### config.mk
export PLATFORM = sky130hd
export DESIGN_NAME = mem_wb_stage
export DESIGN_NICKNAME = d
export VERILOG_FILES = /design/src/rtl/mem_wb_stage_pkg.sv /design/src/rtl/mem_wb_stage_perf_counter.sv /design/src/rtl/mem_wb_stage.sv
export SDC_FILE = /design/constraint.sdc
export NUM_CORES = 1
export LEC_CHECK = 0
export BUFFER_PORTS_ARGS = -buffer_cell sky130_fd_sc_hd__clkbuf_2
export CAP_MARGIN = 20
export CORE_AREA = 2 2 153 155
export DETAILED_ROUTE_END_ITERATION = 7
export DIE_AREA = 0 0 155 157
export PLACE_DENSITY = 0.83
export SLEW_MARGIN = 20
export SYNTH_ARGS = -nofsm -noshare
export SYNTH_HDL_FRONTEND = slang
export SYNTH_HIERARCHICAL = 1
export SYNTH_SLANG_ARGS = --single-unit
### constraint.sdc
create_clock -name CLK -period 4.38 [get_ports CLK]
set_input_delay 0.876 -clock CLK [delete_from_list [all_inputs] [get_ports CLK]]
set_output_delay 0.876 -clock CLK [all_outputs]
set_load 0.01 [all_outputs]
### src/rtl/mem_wb_stage_pkg.sv
// Shared pipeline definitions for the MEM/WB boundary.
// Holds the write-back control layout, the register-index width and the
// datapath width, plus the write-back data select helper.
package mem_wb_stage_pkg;

  localparam int WB_CTRL_W    = 2;
  localparam int REGWRITE_BIT = 0;
  localparam int MEMTOREG_BIT = 1;
  localparam int REG_IDX_W    = 5;
  localparam int DATA_W       = 32;

  // Memory read data wins when MemtoReg is set, otherwise the ALU result.
  function automatic logic [DATA_W-1:0] wb_select(
    input logic              memtoreg,
    input logic [DATA_W-1:0] rdata,
    input logic [DATA_W-1:0] alu_res
  );
    return memtoreg ? rdata : alu_res;
  endfunction

endpackage

### src/rtl/mem_wb_stage_perf_counter.sv
// Free-running wrap-around event counter.
// Ports:
//   CLK   - clock, counts on the rising edge
//   RSTn  - asynchronous active-low reset, clears the count
//   inc   - count this edge
//   count - current count, wraps from all-ones to zero
module perf_counter #(
  parameter int WIDTH = 64
) (
  input  logic             CLK,
  input  logic             RSTn,
  input  logic             inc,
  output logic [WIDTH-1:0] count
);

  logic [WIDTH-1:0] r_count;

  always_ff @(posedge CLK or negedge RSTn) begin
    if (!RSTn) begin
      r_count <= '0;
    end else if (inc) begin
      r_count <= r_count + WIDTH'(1);
    end
  end

  assign count = r_count;

endmodule

### src/rtl/mem_wb_stage.sv
// MEM/WB pipeline register with write-back data select and retire/cycle
// performance counters.
// Ports:
//   CLK, RSTn             - clock, asynchronous active-low reset
//   stall, flush          - hazard unit hold / kill (flush has priority)
//   mem_valid, WB_control - MEM-stage valid and {MemtoReg, RegWrite}
//   R_DATA, result        - memory read data and ALU result
//   mem_rd, mem_pc        - destination register index and PC
//   wb_valid, wb_RegWrite - WB-stage valid and qualified register write
//   wb_rd, wb_WD, wb_pc   - write index, write data, PC
//   wb_retire             - one-cycle pulse per retired instruction
//   instret, cycle        - retired-instruction and cycle counters
module mem_wb_stage
  import mem_wb_stage_pkg::*;
#(
  parameter int          CNT_W  = 64,
  parameter logic [31:0] RST_PC = 32'h0000_0000
) (
  input  logic                 CLK,
  input  logic                 RSTn,
  input  logic                 stall,
  input  logic                 flush,
  input  logic                 mem_valid,
  input  logic [WB_CTRL_W-1:0] WB_control,
  input  logic [DATA_W-1:0]    R_DATA,
  input  logic [DATA_W-1:0]    result,
  input  logic [REG_IDX_W-1:0] mem_rd,
  input  logic [31:0]          mem_pc,
  output logic                 wb_valid,
  output logic                 wb_RegWrite,
  output logic [REG_IDX_W-1:0] wb_rd,
  output logic [DATA_W-1:0]    wb_WD,
  output logic [31:0]          wb_pc,
  output logic                 wb_retire,
  output logic [CNT_W-1:0]     instret,
  output logic [CNT_W-1:0]     cycle
);

  logic                 r_valid_p1;
  logic [WB_CTRL_W-1:0] r_ctrl_p1;
  logic [DATA_W-1:0]    r_rdata_p1;
  logic [DATA_W-1:0]    r_result_p1;
  logic [REG_IDX_W-1:0] r_rd_p1;
  logic [31:0]          r_pc_p1;
  logic                 r_retire_p1;

  // MEM -> WB boundary. Data fields are reset too so that wb_WD reads zero
  // while in reset. A flush only kills valid; stale data is harmless because
  // every consumer is qualified by valid.
  always_ff @(posedge CLK or negedge RSTn) begin
    if (!RSTn) begin
      r_valid_p1  <= 1'b0;
      r_ctrl_p1   <= '0;
      r_rdata_p1  <= '0;
      r_result_p1 <= '0;
      r_rd_p1     <= '0;
      r_pc_p1     <= RST_PC;
      r_retire_p1 <= 1'b0;
    end else if (flush) begin
      r_valid_p1  <= 1'b0;
      r_retire_p1 <= 1'b0;
    end else if (stall) begin
      // Held instruction already pulsed retire when it was loaded.
      r_retire_p1 <= 1'b0;
    end else begin
      r_valid_p1  <= mem_valid;
      r_ctrl_p1   <= WB_control;
      r_rdata_p1  <= R_DATA;
      r_result_p1 <= result;
      r_rd_p1     <= mem_rd;
      r_pc_p1     <= mem_pc;
      r_retire_p1 <= mem_valid;
    end
  end

  // WB stage outputs, combinational from registered fields only.
  assign wb_valid    = r_valid_p1;
  assign wb_RegWrite = r_valid_p1 & r_ctrl_p1[REGWRITE_BIT] & (r_rd_p1 != '0);
  assign wb_rd       = r_rd_p1;
  assign wb_WD       = wb_select(r_ctrl_p1[MEMTOREG_BIT], r_rdata_p1, r_result_p1);
  assign wb_pc       = r_pc_p1;
  assign wb_retire   = r_retire_p1;

  perf_counter #(.WIDTH(CNT_W)) u_instret (
    .CLK   (CLK),
    .RSTn  (RSTn),
    .inc   (r_retire_p1),
    .count (instret)
  );

  perf_counter #(.WIDTH(CNT_W)) u_cycle (
    .CLK   (CLK),
    .RSTn  (RSTn),
    .inc   (1'b1),
    .count (cycle)
  );

endmodule

==> impl_metrics.json <==
{
  "synth_area_leaders": "dfrtp_1 (54%), mux2_4 (8.2%), mux2_2 (8.1%)",
  "place_congestion": 0.828,
  "fillers": 1772,
  "grt_use_total_pct": 20.8,
  "grt_setup_unrepaired": "no",
  "power.density_nw_per_um2": 398,
  "io_pins": 308,
  "worstSetupPathType": "flip-flop to output port",
  "diodes": 0,
  "seq_area_um2": 5830,
  "cp.arrival_ns": 1.81,
  "start_kind": "flip-flop",
  "final_hold_viol_count": 0,
  "post-route-min-period_ns": 2.68,
  "cts-resized-gates": 0,
  "yosys_warnings": 6,
  "placementRows": 55,
  "cts.sinks": 233,
  "worst_pin_slew_ns": 0.927,
  "io_buffers": 307,
  "syn_area_per_cell_um2": 12.9,
  "grt_max_degree": 136,
  "status": "completed",
  "drive_above_1_share_pct": 45.3,
  "nets": 1279,
  "grt_pass1_wl_um": 41300,
  "synth-seq-cells": 233,
  "fin_worst_skew_ns": 0.0245,
  "root_buffer": "clkbuf_16",
  "core-area_um2": 22500,
  "ant_nets": 0,
  "antenna_found_initial": 0,
  "ir_worst_vdd_mv": 0.302,
  "avgRoutedWirePerCell_um": 17.5,
  "die_area_um2": 24300,
  "setup_viol": 0,
  "cap_violations": 0,
  "synth_seq_area_share_pct": 54.0,
  "die_h_um": 157,
  "wl_um": 25700,
  "cp-end-kind": "output port",
  "drv_slew": 0,
  "ctsHoldBuffers": 0,
  "grt_pass1_vias": 8009,
  "power_leakage_nw": 6.65,
  "grt_overflow": 0,
  "cts_tree": "done",
  "start_util_pct": 48.0,
  "syn_area_um2": 10800,
  "ys_types": 34,
  "max_slew_margin_pct": 38.0,
  "cp_data_required_time_ns": 3.50,
  "cts_buffer_depth": 3,
  "min_path_type": "primary input to asynchronous set/reset pin",
  "drt-initial-drc-count": 325,
  "vias": 7735,
  "synthCells": 839,
  "area_growth_pct": 24.1,
  "synth_top_area_share_pct": 54.0,
  "fin_tns_setup_ns": 0,
  "path_max_fanout": 33,
  "multi_input_area_um2": 4710,
  "whs_ns": 0.134,
  "max_clock_freq_ghz": 0.373,
  "clk-insertion-delay-late_ns": 0.53,
  "cts_setup_buffers": 0,
  "netlist.top_cell.by_area": "dfrtp_1",
  "dieWidth_um": 155,
  "detail_route.first_pass.iterations": 4,
  "drc": 0,
  "cts.htree.levels": 1,
  "min_period_over_period_pct": 61.2,
  "routed_via_density": 5.27,
  "clkTransAtPathRegs_ns": 0.06,
  "cts_buffers": 25,
  "hpwl_um": 18600
}
==> worst max-delay path, stage by stage (launching register included) <==
cell	delay [ns]
dfrtp_1	0.32
buf_4	0.39
mux2_2	0.43
clkbuf_2	0.14
==> final timing paths <==
check / start / to / slack, ns / depth (start not counted)
setup / recovery: r_ctrl_p1[1]$_DFFE_PN0P_ / wb_WD[20] / 1.70 / 3
hold / removal: RSTn / u_cycle/count[16]$_DFFE_PN0P_ / 0.13 / 1
setup reg to reg: u_cycle/count[7]$_DFFE_PN0P_ / u_cycle/count[46]$_DFFE_PN0P_ / 2.26 / 5
hold reg to reg: u_cycle/count[63]$_DFFE_PN0P_ / u_cycle/count[63]$_DFFE_PN0P_ / 0.47 / 1
max in group asynchronous: RSTn / r_rdata_p1[10]$_DFFE_PN0P_ / 3.28 / 2
min in group CLK: u_cycle/count[63]$_DFFE_PN0P_ / u_cycle/count[63]$_DFFE_PN0P_ / 0.47 / 1
==> metal layers <==
layer,share of wire [%],track usage (%),routed length [µm]
met4,1.9,5.64,490
met1,42,27.3,10900
met2,49,34.7,12500
met3,7.1,5.04,1820
met5,0,0,0
==> cell usage after synthesis <==
cell type and instances:
dfrtp_1 233, mux2_2 78, xor2_1 67, mux2_4 59
xnor2_1 59, nand2_1 56, nor2_1 53, nand3_1 47
nor3_1 38, nand4_1 34, inv_1 24, nor4_2 13
nand4_2 9, nor4_1 9, buf_12 6, nand3_2 6
and3_1 5, nor3_2 5, nor4_4 5, and2_1 4
and4_1 4, buf_2 4, buf_4 4, or2_2 3
or3_1 3, ha_1 2, nand2_2 2, and4_2 1
buf_8 1, conb_1 1, mux2i_1 1, nor2_4 1
nor3b_2 1, o311a_1 1
==> cells in the final DEF, fill, tap and decap left out, types with 2 or more instances in the layout <==
master	n
clkinv_2	9
and3_1	5
buf_4	2
clkbuf_16	25
clkbuf_8	4
nand4_2	9
nand2_2	2
and4_1	4
xor2_1	67
mux2_4	59
or2_2	3
nor4_4	5
nor4_1	9
and2_1	4
nand4_1	34
nor2_1	53
conb_1	6
mux2_2	78
inv_1	24
nand3_1	47
or3_1	3
dfrtp_1	233
clkbuf_1	2
nand2_1	56
nor4_2	13
nor3_2	5
buf_12	4
clkbuf_2	306
nand3_2	6
xnor2_1	59
ha_1	2
nor3_1	38
==> cells by family (layout without fill, tap and decap cells) <==
group / count (synthesis) / after routing / synth area share [%]
multiplexers: 138 / 138 / 16.4
AND/OR/NAND/NOR: 299 / 299 / 16.4
buffers and inverters: 39 / 379 / 2.55
other: 1 / 6 / 0.0347
XOR/XNOR: 126 / 126 / 10.2
flip-flops: 233 / 233 / 54.0
adder cells (fa/ha/maj): 2 / 2 / 0.232
AO/OA/AOI/OAI: 1 / 1 / 0.0927
==> through the flow <==
stage                     std cells  total power, W  instance area (µm²)  setup slack [ns]  utilization, %
after global routing           1469         0.00554                13400              1.64            59.5
final                          1469         0.00533                13400              1.70            59.5
after floorplan                 844         0.00300                10800              2.41               -
after detailed placement       1427         0.00337                12600              1.80            56.1
after CTS                      1469         0.00539                13400              1.67            59.5
after global placement         1427         0.00333                12600              1.85            56.1
==> cell type report <==
cell class,instances,area share [%]
Clock buffer,31,5.14
Clock inverter,11,0.626
Inverter,24,0.672
Multi-Input combinational cell,572,35.1
Sequential cell,233,43.5
Tap cell,285,2.66
Timing Repair Buffer,313,12.3
==> registers in the layout (all words and copies together) (netlist names) <==
signal           count
r_rdata_p1          32
wb_pc               32
wb_retire            1
u_instret/count     64
u_cycle/count       64
r_ctrl_p1            2
wb_valid             1
wb_rd                5
r_result_p1         32
==> where the power goes <==
| part | internal [W] | switching [W] |
|---|---|---|
| Combinational | 0.000432 | 0.000368 |
| Clock | 0.00116 | 0.000844 |
| Sequential | 0.00235 | 0.000177 |
Power figures use the tool's default switching activity.
